--- config.mk ---
export PLATFORM = sky130hd
export DESIGN_NAME = fetch_sequencer
export DESIGN_NICKNAME = d
export VERILOG_FILES = /design/src/rtl/cpu_types_pkg.sv /design/src/rtl/next_pc_calc.sv /design/src/rtl/fetch_sequencer.sv
export SDC_FILE = /design/constraint.sdc
export NUM_CORES = 1
export LEC_CHECK = 0
export BUFFER_PORTS_ARGS = -buffer_cell sky130_fd_sc_hd__clkbuf_2
export CAP_MARGIN = 25
export CELL_PAD_IN_SITES_DETAIL_PLACEMENT = 1
export CELL_PAD_IN_SITES_GLOBAL_PLACEMENT = 1
export CORE_MARGIN = 2
export CORE_UTILIZATION = 38
export DETAILED_ROUTE_END_ITERATION = 10
export PLACE_DENSITY_LB_ADDON = 0.08
export SYNTH_ARGS = -nofsm -noshare
export SYNTH_HDL_FRONTEND = slang
export SYNTH_HIERARCHICAL = 1
export SYNTH_SLANG_ARGS = --single-unit
--- constraint.sdc ---
create_clock -name CLK -period 8.42 [get_ports CLK]
set_clock_uncertainty 0.15 [all_clocks]
set_input_delay 1.684 -clock CLK [delete_from_list [all_inputs] [get_ports CLK]]
set_output_delay 1.684 -clock CLK [all_outputs]
set_load 0.02 [all_outputs]
--- src/rtl/cpu_types_pkg.sv ---
// Shared types for the fetch/PC front end of the single-cycle core.
// Latency: n/a (types, constants and a pure helper only).
// Backpressure: n/a.
package cpu_types_pkg;

    // Next-PC source selected by the control unit for the instruction in decode.
    typedef enum logic [1:0] {
        PC4    = 2'd0,
        BRANCH = 2'd1,
        JUMP   = 2'd2,
        JR     = 2'd3
    } pc_src_t;

    // Instruction sequencing states of fetch_sequencer.
    typedef enum logic [1:0] {
        FETCH  = 2'd0,
        EXEC   = 2'd1,
        MEM    = 2'd2,
        HALTED = 2'd3
    } fetch_state_t;

    // Sequential instruction stride in bytes.
    localparam logic [31:0] PC_STEP = 32'd4;

    // Branch displacement: sign-extended word offset converted to a byte offset.
    function automatic logic [31:0] branch_offset(input logic [15:0] imm);
        return {{14{imm[15]}}, imm, 2'b00};
    endfunction

endpackage

--- src/rtl/next_pc_calc.sv ---
// Next-PC selection: sequential, conditional branch, jump or jump-register.
// Latency: purely combinational, pc_in is valid in the same cycle as its inputs.
// Backpressure: none; the consumer samples pc_in only when it is enabled.
module next_pc_calc
    import cpu_types_pkg::*;
(
    input  logic [31:0] pc_out,
    input  pc_src_t     pc_src,
    input  logic        branch_taken,
    input  logic [31:0] instr_out,
    input  logic [31:0] rs_data,
    output logic [31:0] pc_in
);

    logic [31:0] pc4;
    logic [31:0] br_tgt;
    logic [31:0] jmp_tgt;
    logic        unused_opcode;

    // The opcode field plays no part in target formation.
    assign unused_opcode = ^instr_out[31:26];

    // Both adders wrap modulo 2^32, which is the architectural behaviour.
    assign pc4     = pc_out + PC_STEP;
    assign br_tgt  = pc4 + branch_offset(instr_out[15:0]);
    assign jmp_tgt = {pc4[31:28], instr_out[25:0], 2'b00};

    // Select the target; JR passes rs straight through, even if unaligned.
    always_comb begin
        pc_in = pc4;
        unique case (pc_src)
            PC4:     pc_in = pc4;
            BRANCH:  pc_in = branch_taken ? br_tgt : pc4;
            JUMP:    pc_in = jmp_tgt;
            JR:      pc_in = rs_data;
            default: pc_in = pc4;
        endcase
    end

endmodule

--- src/rtl/fetch_sequencer.sv ---
// Sequences each instruction through fetch, execute and optional data access; owns halt latch.
// Latency: 1 + ihit wait + 1 cycles per plain instruction; loads/stores add dhit wait + 1.
// Backpressure: waits indefinitely on ihit/dhit unless the MEM_TIMEOUT watchdog is enabled.
module fetch_sequencer
    import cpu_types_pkg::*;
#(
    parameter int MEM_TIMEOUT = 0,
    parameter int TO_W        = 16
) (
    input  logic        CLK,
    input  logic        nRST,
    input  logic [31:0] pc_out,
    input  logic        ihit,
    input  logic [31:0] imemload,
    input  logic        dhit,
    input  logic        dmem_read,
    input  logic        dmem_write,
    input  logic        halt,
    input  logic [1:0]  pc_src,
    input  logic        branch_taken,
    input  logic [31:0] rs_data,
    output logic [31:0] instr_out,
    output logic        imemREN,
    output logic [31:0] imemaddr,
    output logic        dmemREN,
    output logic        dmemWEN,
    output logic [31:0] pc_in,
    output logic        pcWEN,
    output logic        retire,
    output logic        halt_out,
    output logic        mem_err
);

    localparam bit            WD_EN    = (MEM_TIMEOUT > 0);
    localparam logic [TO_W-1:0] WD_LIMIT = TO_W'(MEM_TIMEOUT);

    fetch_state_t    state_q, state_d;
    logic [31:0]     instr_q, instr_d;
    logic            halt_q,  halt_d;
    logic            err_q,   err_d;
    logic [TO_W-1:0] wd_q,    wd_d;

    // Set when the current cycle waits on a memory hit that did not arrive.
    logic            wd_miss;
    logic [TO_W-1:0] wd_inc;

    assign wd_inc = wd_q + 1'b1;

    // Target computation only depends on the held instruction, so it is stable
    // throughout EXEC and MEM regardless of how long the data access takes.
    next_pc_calc u_next_pc (
        .pc_out       (pc_out),
        .pc_src       (pc_src_t'(pc_src)),
        .branch_taken (branch_taken),
        .instr_out    (instr_q),
        .rs_data      (rs_data),
        .pc_in        (pc_in)
    );

    // Next-state, memory requests and commit strobes.
    always_comb begin
        state_d  = state_q;
        instr_d  = instr_q;
        halt_d   = halt_q;
        err_d    = err_q;
        wd_d     = '0;
        wd_miss  = 1'b0;
        imemREN  = 1'b0;
        imemaddr = pc_out;
        dmemREN  = 1'b0;
        dmemWEN  = 1'b0;
        pcWEN    = 1'b0;
        retire   = 1'b0;

        unique case (state_q)
            FETCH: begin
                imemREN = 1'b1;
                if (ihit) begin
                    instr_d = imemload;
                    state_d = EXEC;
                end else begin
                    wd_miss = 1'b1;
                end
            end
            EXEC: begin
                // Halt outranks a memory op: a HALT never touches data memory.
                if (halt) begin
                    halt_d  = 1'b1;
                    state_d = HALTED;
                end else if (dmem_read || dmem_write) begin
                    state_d = MEM;
                end else begin
                    pcWEN   = 1'b1;
                    retire  = 1'b1;
                    state_d = FETCH;
                end
            end
            MEM: begin
                dmemREN = dmem_read;
                dmemWEN = dmem_write;
                if (dhit) begin
                    pcWEN   = 1'b1;
                    retire  = 1'b1;
                    state_d = FETCH;
                end else begin
                    wd_miss = 1'b1;
                end
            end
            HALTED: begin
                state_d = HALTED;
            end
            default: begin
                state_d = FETCH;
            end
        endcase

        // The count includes the current missed cycle, so the fault fires in the
        // MEM_TIMEOUT-th consecutive miss; a hit in that cycle never reaches here.
        if (WD_EN && wd_miss) begin
            wd_d = wd_inc;
            if (wd_inc == WD_LIMIT) begin
                state_d = HALTED;
                err_d   = 1'b1;
                halt_d  = 1'b1;
                wd_d    = '0;
            end
        end
    end

    // State, latched instruction, sticky flags and watchdog count.
    always_ff @(posedge CLK or negedge nRST) begin
        if (!nRST) begin
            state_q <= FETCH;
            instr_q <= '0;
            halt_q  <= 1'b0;
            err_q   <= 1'b0;
            wd_q    <= '0;
        end else begin
            state_q <= state_d;
            instr_q <= instr_d;
            halt_q  <= halt_d;
            err_q   <= err_d;
            wd_q    <= wd_d;
        end
    end

    assign instr_out = instr_q;
    assign halt_out  = halt_q;
    assign mem_err   = err_q;

endmodule

==> results of run 1 <==
## worst max-delay path, delay by kind of cell
family	cells	cell delay (ns)
compound gates	6	1.39
simple gates	5	1.12
xor+xnor	1	0.14
buf+inv	2	0.34
fa+ha+maj	2	0.77
mux	1	0.10
## layout make-up
class                           instances  area (um2)  area share [%]
Multi-Input combinational cell        500        3750            61.1
Timing Repair Buffer                  211        1090            17.8
Sequential cell                        35         876            14.3
Tap cell                              176         220            3.59
Clock buffer                            6         129            2.10
Inverter                               16        60.1           0.979
Clock inverter                          2        12.5           0.204
## flip-flops by register name (all words and copies together), names as in the netlist
register,count
halt_out,1
instr_out,32
state_q,2
## routing by layer
layer / track usage [%] / vias up / share of wire [%] / routed length, um
met5: 0 / - / 0 / 0
met4: 6.32 / 0 / 1.4 / 263
met3: 4.47 / 19 / 4.9 / 928
met2: 45.6 / 153 / 49 / 9270
met1: 33.8 / 2600 / 45 / 8440
li1: - / 2527 / - / -
## final timing paths
check	endpoint	cells past startpoint	slack [ns]
max in group asynchronous	instr_out[15]	2	6.56
worst min register to register	halt_out	1	0.32
min in group asynchronous	instr_out[6]	1	1.11
worst min-delay path	halt_out	1	0.32
worst max-delay path	pc_in[31]	17	1.04
worst max register to register	instr_out[16]	5	6.48
## synthesized netlist by cell type (4+ instances only)
master / n
nand2_1: 56
nor2_1: 51
a21oi_1: 43
o21ai_0: 40
ha_1: 38
dfrtp_1: 35
buf_4: 34
mux2_4: 30
xnor2_1: 25
clkbuf_1: 23
xor2_1: 21
inv_1: 16
nand3_1: 16
a21o_1: 14
nand4_1: 13
nor3_1: 10
a31oi_1: 9
mux4_2: 8
a21boi_0: 7
mux2i_1: 7
nor4_1: 7
o21a_1: 7
a221oi_1: 6
mux2_2: 6
nand2b_1: 6
nor2b_1: 6
o221ai_1: 6
a211oi_1: 5
and3_1: 5
o22ai_1: 5
a221o_1: 4
and2_1: 4
## per-stage QoR
stage                     std cells  power (mW)
final                           946        2.00
after global routing            946        2.15
after CTS                       945        2.00
after detailed placement        937        1.80
after global placement          936        1.76
after floorplan                 614        1.38
## cell families (layout without fill, tap and decap cells)
group / Yosys count / after routing / synth area share (%)
AND/OR/NAND/NOR: 192 / 192 / 18.8
AO/OA/AOI/OAI: 169 / 169 / 21.5
buffers and inverters: 79 / 235 / 8.83
multiplexers: 51 / 51 / 15.2
XOR/XNOR: 48 / 48 / 8.59
adder cells (fa/ha/maj): 39 / 39 / 9.77
flip-flops: 35 / 35 / 17.3
other: 1 / 1 / 0.0740
## report_power, final
part | leakage [nW] | internal, mW | total (mW) | switching [mW]
logic | 2.54 | 0.606 | 1.44 | 0.833
clock network | 0.0669 | 0.109 | 0.189 | 0.0792
registers | 0.410 | 0.253 | 0.373 | 0.120
total | 3.02 | 0.968 | 2.00 | 1.03
## placed cells by master, fill, tap and decap left out, drive strengths merged, types with 2 or more instances in the layout
master  count
a211oi      5
a21boi      7
a21o       14
a21oi      43
a221o       4
a221oi      6
a22o        2
a31oi       9
a32oi       2
and2        4
and3        5
and4        5
buf         4
clkbuf    213
dfrtp      35
ha         38
inv        16
mux2       36
mux2i       7
mux4        8
nand2      57
nand2b      6
nand3      17
nand4      13
nor2       53
nor2b       6
nor3       12
nor4        7
o21a        7
o21ai      40
o21bai      3
o221ai      6
o22ai       5
o31ai       2
o41ai       3
xnor2      25
xor2       23
==> flow_summary.ini, run 1 <==
[power]
p_leak_nw = 3.02
powerDensity_nw_per_um2 = 326
peakVddDrop_mv = 0.171

[worst_setup_path]
worst_setup_path_start_kind = primary input
required_ns = 6.59
cpPeakStageDelay_ns = 0.71
crit_chain = clkbuf_2, ha_1, nand2_1, or4b_1, nor2_1, nand2_1, xnor2_1, ha_1, a21oi_1, o21a_1, a21o_1, o21ai_0, mux2i_1, a221oi_1, nor2_1, a211oi_1, clkbuf_2
reg2reg_from = state_q[1]
worstPathArrival_ns = 5.54
worstSetupEndpointType = primary output
cp_max_fo = 11
criticalPathCategory = primary input to primary output
slowest_stage = or4b_1
worstSetupStartpoint = pc_out[2]

[synthesis]
syn_area_um2 = 5070
syn-instance-count = 614
synth_area_leaders = dfrtp_1 17%, ha_1 9.4%, mux2_4 8.9%
ys_seq_area_share_pct = 17.3
synth_seq_cells = 35
async_flop_share_pct = 100
ys_types = 68
ys_warn_count = 6
avgSynthCellArea_um2 = 8.26
synth.top_cell.area_share_pct = 17.3
syn_nets = 759
synth_top_cell_by_area = dfrtp_1
ys.flop_type = dfrtp_1
synth_edf_count = 0

[grt]
grt_max_degree = 36
grt_pass1_vias = 5556
grt_pass1_wl_um = 29400
overflow = 0
antenna_found_initial = 0
grt.total_usage_pct = 26.2

[floorplan]
die_height_um = 120
ios = 209
dieArea_um2 = 14300
die_x_um = 120
core_area_um2 = 13100
rows = 42
start_util_pct = 38.6

[clock_network]
clkLatencyLatePin_ns = 0.29
clock-sinks = 35
cts_buffers = 5
cts_tree = built
ctsHtreeMaxLevel = 2
postCtsHoldBufs = 0
post_cts_buffers = 0
cts.clk_slew.worst_paths_ns = 0.06
cts_resized = 0
cts-root-buf = clkbuf_16
cts-root-to-sink-buffers = 2

[detailed_routing]
postRouteAntennaNets = 0
wl_um = 18900
vias = 5299
first_iter_violations = 300
wl_per_cell_um = 20.0
route.detailed.drc = 0
firstDrtPassIters = 4
via_per_inst = 5.60

[sta]
relSlewSlack_pct = 40.4
setup_ws_ns = 1.04
min_period_ns = 7.38
slew_violations = 0
hold_ws_ns = 0.323
setup_tns_ns = 0
finalCritPeriodShare_pct = 87.6
hold_viol = 0
fmax_ghz = 0.136
finalSetupViolCount = 0
worstMarginPinSlew_ns = 0.894
rsz0062_at_grt = false

[cells_and_area]
utilization_pct = 46.7
drive_above_1_share_pct = 35.7
fillCellCount = 1662
final_cell_area_um2 = 6130
n_antenna_cell = 0
nets = 914
area_growth_pct = 21.0

[run_status]
status = finished, final reports clean

[place]
numPortBuffers = 207
gp_congestion = 0.946
dp_hpwl_um = 15500
pre_cts_ws_ns = 1.09
postPlaceCellArea_um2 = 5970

[hold_path]
holdCritPathClass = flip-flop to flip-flop
hp-start = halt_out

[run]
maxCapViolCount = 0
(Power assumes the default switching activity.)
==> run 2: changes to the inputs <==
- BUFFER_PORTS_ARGS: -buffer_cell sky130_fd_sc_hd__clkbuf_2 -> -buffer_cell sky130_fd_sc_hd__buf_4
==> run 2 against run 1 <==
Via count rose by 0.13%. Final area rose by 8.2%. Utilization rose by 3.8 points. Final cell count fell by 0.21%. Fmax barely moved. Register-to-register slack got worse by 0.16 ns. First-iteration DRC count rose by 16%. Critical path depth did not move. Total power rose by 6.9%. Critical path type unchanged. Largest cell class unchanged. Largest power group unchanged. Highest routed layer unchanged.
==> flow_summary.ini, run 2 (same netlist as run 1, synthesis figures left out) <==
[hold_path]
hold_path_depth = 1
holdCritPathClass = flip-flop to flip-flop

[detailed_routing]
wl_um = 19800
first_iter_violations = 347
firstDrtPassIters = 5
vias = 5306
via_per_inst = 5.62
route.detailed.drc = 0
wl_per_cell_um = 20.9
postRouteAntennaNets = 0

[sta]
finalCritPeriodShare_pct = 87.6
slew_violations = 0
fmax_ghz = 0.136
finalSetupViolCount = 0
min_period_ns = 7.37
setup_tns_ns = 0
worstMarginPinSlew_ns = 0.879
setup_ws_ns = 1.05
rsz0062_at_grt = false
hold_viol = 0
hold_ws_ns = 0.312
relSlewSlack_pct = 41.4

[place]
dp.cells = 936
dp_hpwl_um = 15900
numPortBuffers = 207
postPlaceCellArea_um2 = 6470
gp_congestion = 0.856
pre_cts_ws_ns = 1.09

[cells_and_area]
drive_above_1_share_pct = 35.7
multi_input_area_um2 = 3750
final_cell_mix = 209 x buf_4, 56 x nand2_1, 51 x nor2_1
fillCellCount = 1603
n_antenna_cell = 0
mostFrequentLayoutCell = buf_4
regArea_um2 = 876
final_cell_area_um2 = 6640
largest_reg_flops = 32
area_growth_pct = 31.0
stdcell_count = 944
nets = 912
utilization_pct = 50.5

[grt]
grt.total_usage_pct = 27.6
grt_pass1_vias = 5573
grt_max_degree = 43
grt_pass1_wl_um = 30900
antenna_found_initial = 0
overflow = 0

[power]
powerDensity_nw_per_um2 = 322
power_mw = 2.14
p_leak_nw = 3.15
peakVddDrop_mv = 0.176

[clock_network]
cts.clk_slew.worst_paths_ns = 0.06
cts_tree = built
postCtsHoldBufs = 0
cts-root-to-sink-buffers = 2
ctsHtreeMaxLevel = 2
cts_resized = 0
cts_buffers = 5
clock-sinks = 35
clkLatencyLatePin_ns = 0.30
cts-root-buf = clkbuf_16
post_cts_buffers = 0

[run]
maxCapViolCount = 0

[floorplan]
core_area_um2 = 13100
start_util_pct = 38.6
die_height_um = 120
rows = 42
die_x_um = 120
ios = 209
dieArea_um2 = 14300

[worst_setup_path]
r2r_slack_ns = 6.32
worstSetupEndpointType = primary output
reg2reg_depth = 5
criticalPathCategory = primary input to primary output
cp_max_fo = 11
worst_setup_path_start_kind = primary input
worstPathArrival_ns = 5.54
required_ns = 6.59

[run_status]
status = finished, final reports clean
run 2: cell types whose count changed in the layout (fill, tap and decap cells not counted):
cell / delta
buf_12: -2
buf_4: +207
bufinv_16: +1
clkbuf_1: -1
clkbuf_2: -207
clkinv_4: +1
clkinvlp_4: -1
run 2: layer usage:
layer	up-vias	wire length [um]	part of all wire [%]	global-route usage (%)
met5	-	0	0	0
met4	0	302	1.5	6.10
met3	17	1250	6.3	5.42
met2	166	9840	50	47.8
met1	2599	8380	42	35.5
li1	2524	-	-	-
run 2: path summary, 6_finish.rpt:
path / from / end
min reg2reg: halt_out / halt_out
max: pc_out[2] / pc_in[31]
max in group asynchronous: nRST / instr_out[3]
min in group asynchronous: nRST / instr_out[6]
max reg2reg: state_q[0] / instr_out[16]
min: halt_out / halt_out
run 2: area by class of cell:
| type | instances | area share [%] |
|---|---|---|
| multi-input cells | 500 | 56.4 |
| inverters | 16 | 0.904 |
| repair buffers | 209 | 23.6 |
| clock buffers | 5 | 1.88 |
| well taps | 176 | 3.32 |
| clock inverters | 3 | 0.660 |
| flip-flops and latches | 35 | 13.2 |
run 2: power by group:
part	total, mW	switching [mW]	internal [mW]
logic	1.54	0.848	0.692
registers	0.372	0.119	0.253
clock network	0.225	0.0851	0.140
total	2.14	1.05	1.08
run 2: critical path: stages:
cell      delay (ns)
buf_4           0.11
ha_1            0.25
nand2_1         0.07
or4b_1          0.73
nor2_1          0.17
nand2_1         0.08
xnor2_1         0.14
ha_1            0.50
a21oi_1         0.15
o21a_1          0.24
a21o_1          0.21
o21ai_0         0.16
mux2i_1         0.10
a221oi_1        0.42
nor2_1          0.10
a211oi_1        0.23
buf_4           0.20
==> run 3: changes to the inputs <==
- ABC_AREA: not set -> 1
- CORE_UTILIZATION: 38 -> 37
==> run 3 against run 2 <==
Final cell count grew 49%. Synthesized area grew 18%. Die area grew 21%. Total power shrank 5.6%. Sequential share of layout area shrank 1.6 points. Sequential power shrank 4%. Setup slack gained 0.64 ns. Combinational power shrank 5%. Routed wire length grew 26%. Register-to-register slack gained 0.24 ns. Critical path type unchanged. Largest cell class unchanged.
==> flow_summary.ini, run 3 <==
[worst_setup_path]
reg2reg_from = state_q[0]
slowest_stage = ha_1
worst-path-buf-inv = 5
worst_setup_path_start_kind = primary input
required_ns = 6.59
reg2reg_to = instr_out[8]
worstPathArrival_ns = 4.90
cpPeakStageDelay_ns = 0.39
reg2reg_depth = 6
cp_max_fo = 5
critPathTopFamily = simple AND/OR/NAND/NOR gates
criticalPathCategory = primary input to primary output
worstSetupEndpointType = primary output
crit_chain = buf_4, ha_1, nand2_1, inv_2, nand2_2, inv_2, nand2_2, nor2_4, xor2_1, inv_1, ha_1, nand2_1, nor2_1, nand3_1, nand3b_1, nand2_1, nand3_1, nand3_1, nand2_1, nand3_1, buf_4
r2r_slack_ns = 6.56

[clock_network]
cts_resized = 0
cts_buffers = 5
clkLatencyLatePin_ns = 0.29
postCtsHoldBufs = 0
cts.clk_slew.worst_paths_ns = 0.06
ctsHtreeMaxLevel = 2
cts_tree = built
clock-sinks = 35
cts-root-buf = clkbuf_16
cts-root-to-sink-buffers = 2
post_cts_buffers = 0

[detailed_routing]
first_iter_violations = 345
postRouteAntennaNets = 0
route.detailed.drc = 0
via_per_inst = 5.14
wl_um = 24900
vias = 7231
wl_per_cell_um = 17.7
firstDrtPassIters = 5

[cells_and_area]
regArea_um2 = 876
fillCellCount = 2254
mostFrequentLayoutCell = nand2_1
multi_input_area_um2 = 4130
drive_above_1_share_pct = 22.3
largest_reg_flops = 32
nets = 1335
final_cell_mix = 376 x nand2_1, 211 x buf_4, 140 x inv_1
utilization_pct = 47.7
n_antenna_cell = 0
area_growth_pct = 26.2

[sta]
worstMarginPinSlew_ns = 0.936
finalCritPeriodShare_pct = 80.0
setup_tns_ns = 0
min_period_ns = 6.74
relSlewSlack_pct = 37.5
slew_violations = 0
finalSetupViolCount = 0
rsz0062_at_grt = false
fmax_ghz = 0.148
hold_ws_ns = 0.319
hold_viol = 0

[synthesis]
ys_seq_area_share_pct = 14.6
yosys.cell_count.top_type = nand2_1
syn_area_um2 = 6000
syn_nets = 1178
async_flop_share_pct = 100
syn-instance-count = 1033
synth_edf_count = 0
synth_top_cell_by_area = nand2_1
synth_area_leaders = nand2_1 24%, dfrtp_1 15%, nand3_1 8.8%
ys_types = 48
avgSynthCellArea_um2 = 5.81
synthTopCellsByCount = 376 x nand2_1, 140 x inv_1, 106 x nand3_1
synth_seq_cells = 35
ys.flop_type = dfrtp_1
ys_warn_count = 6
synth.top_cell.area_share_pct = 23.5

[floorplan]
ios = 209
core_area_um2 = 15900
die_height_um = 131
rows = 46
die_x_um = 131
dieArea_um2 = 17200
start_util_pct = 37.8

[place]
numPortBuffers = 207
dp_hpwl_um = 20800
gp_congestion = 0.920

[grt]
antenna_found_initial = 0
overflow = 0
grt_pass1_wl_um = 39300
grt_pass1_vias = 7473
grt.total_usage_pct = 28.5
grt_max_degree = 38

[run]
maxCapViolCount = 0

[power]
powerDensity_nw_per_um2 = 266
peakVddDrop_mv = 0.159
p_leak_nw = 4.32

[hold_path]
holdCritPathClass = flip-flop to flip-flop
min_to = halt_out
hold_path_depth = 2
hp-start = halt_out

[run_status]
status = finished, final reports clean
-- run 3: layer usage --
metal | vias up | track usage (%) | wire length [um]
met5 | - | 0 | 0
met4 | 0 | 6.58 | 484
met3 | 28 | 3.59 | 1260
met2 | 206 | 49.0 | 11800
met1 | 3449 | 38.1 | 11300
li1 | 3548 | - | -
-- run 3: worst max path at each step --
stage	from	cells after the start	to
after global placement	pc_out[2]	21	pc_in[21]
final	pc_out[2]	21	pc_in[29]
after floorplan	pc_out[2]	23	pc_in[30]
after CTS	pc_out[2]	21	pc_in[29]
after detailed placement	pc_out[2]	21	pc_in[29]
after global routing	pc_out[2]	21	pc_in[29]
-- run 3: area by class of cell --
| type | count | area share, % |
|---|---|---|
| repair buffers | 211 | 20.9 |
| clock inverters | 2 | 0.215 |
| clock buffers | 6 | 1.83 |
| flip-flops and latches | 35 | 11.6 |
| well taps | 216 | 3.57 |
| multi-input cells | 789 | 54.5 |
| inverters | 148 | 7.37 |
-- run 3: through the flow --
step / cell area, um2 / std cells / total power, mW / worst slack, ns
finish: 7570 / 1407 / 2.02 / 1.68
global placement: 7420 / 1399 / 1.78 / 1.82
global route: 7570 / 1407 / 2.20 / 1.44
floorplan: 6000 / 1033 / 1.30 / 2.71
detailed placement: 7420 / 1399 / 1.81 / 1.78
CTS: 7570 / 1407 / 2.02 / 1.74
-- run 3: kinds of logic after synthesis --
group | count (synthesis) | share of synthesized area [%]
compound gates | 98 | 10.4
buf+inv | 209 | 16.6
flops | 35 | 14.6
xor+xnor | 27 | 4.44
simple gates | 624 | 45.6
fa+ha+maj | 39 | 8.26
other cells | 1 | 0.0625
-- run 3: tightest hold or removal path, delay by kind of cell, from the launching register on --
kind / cells / cell delay (ns)
flops: 1 / 0.34
simple gates: 1 / 0.05
buf+inv: 1 / 0.04
-- run 3: report_power, final --
| group | internal [mW] | total (mW) | switching [mW] |
|---|---|---|---|
| logic | 0.532 | 1.46 | 0.927 |
| registers | 0.245 | 0.358 | 0.113 |
| clock network | 0.118 | 0.200 | 0.0819 |
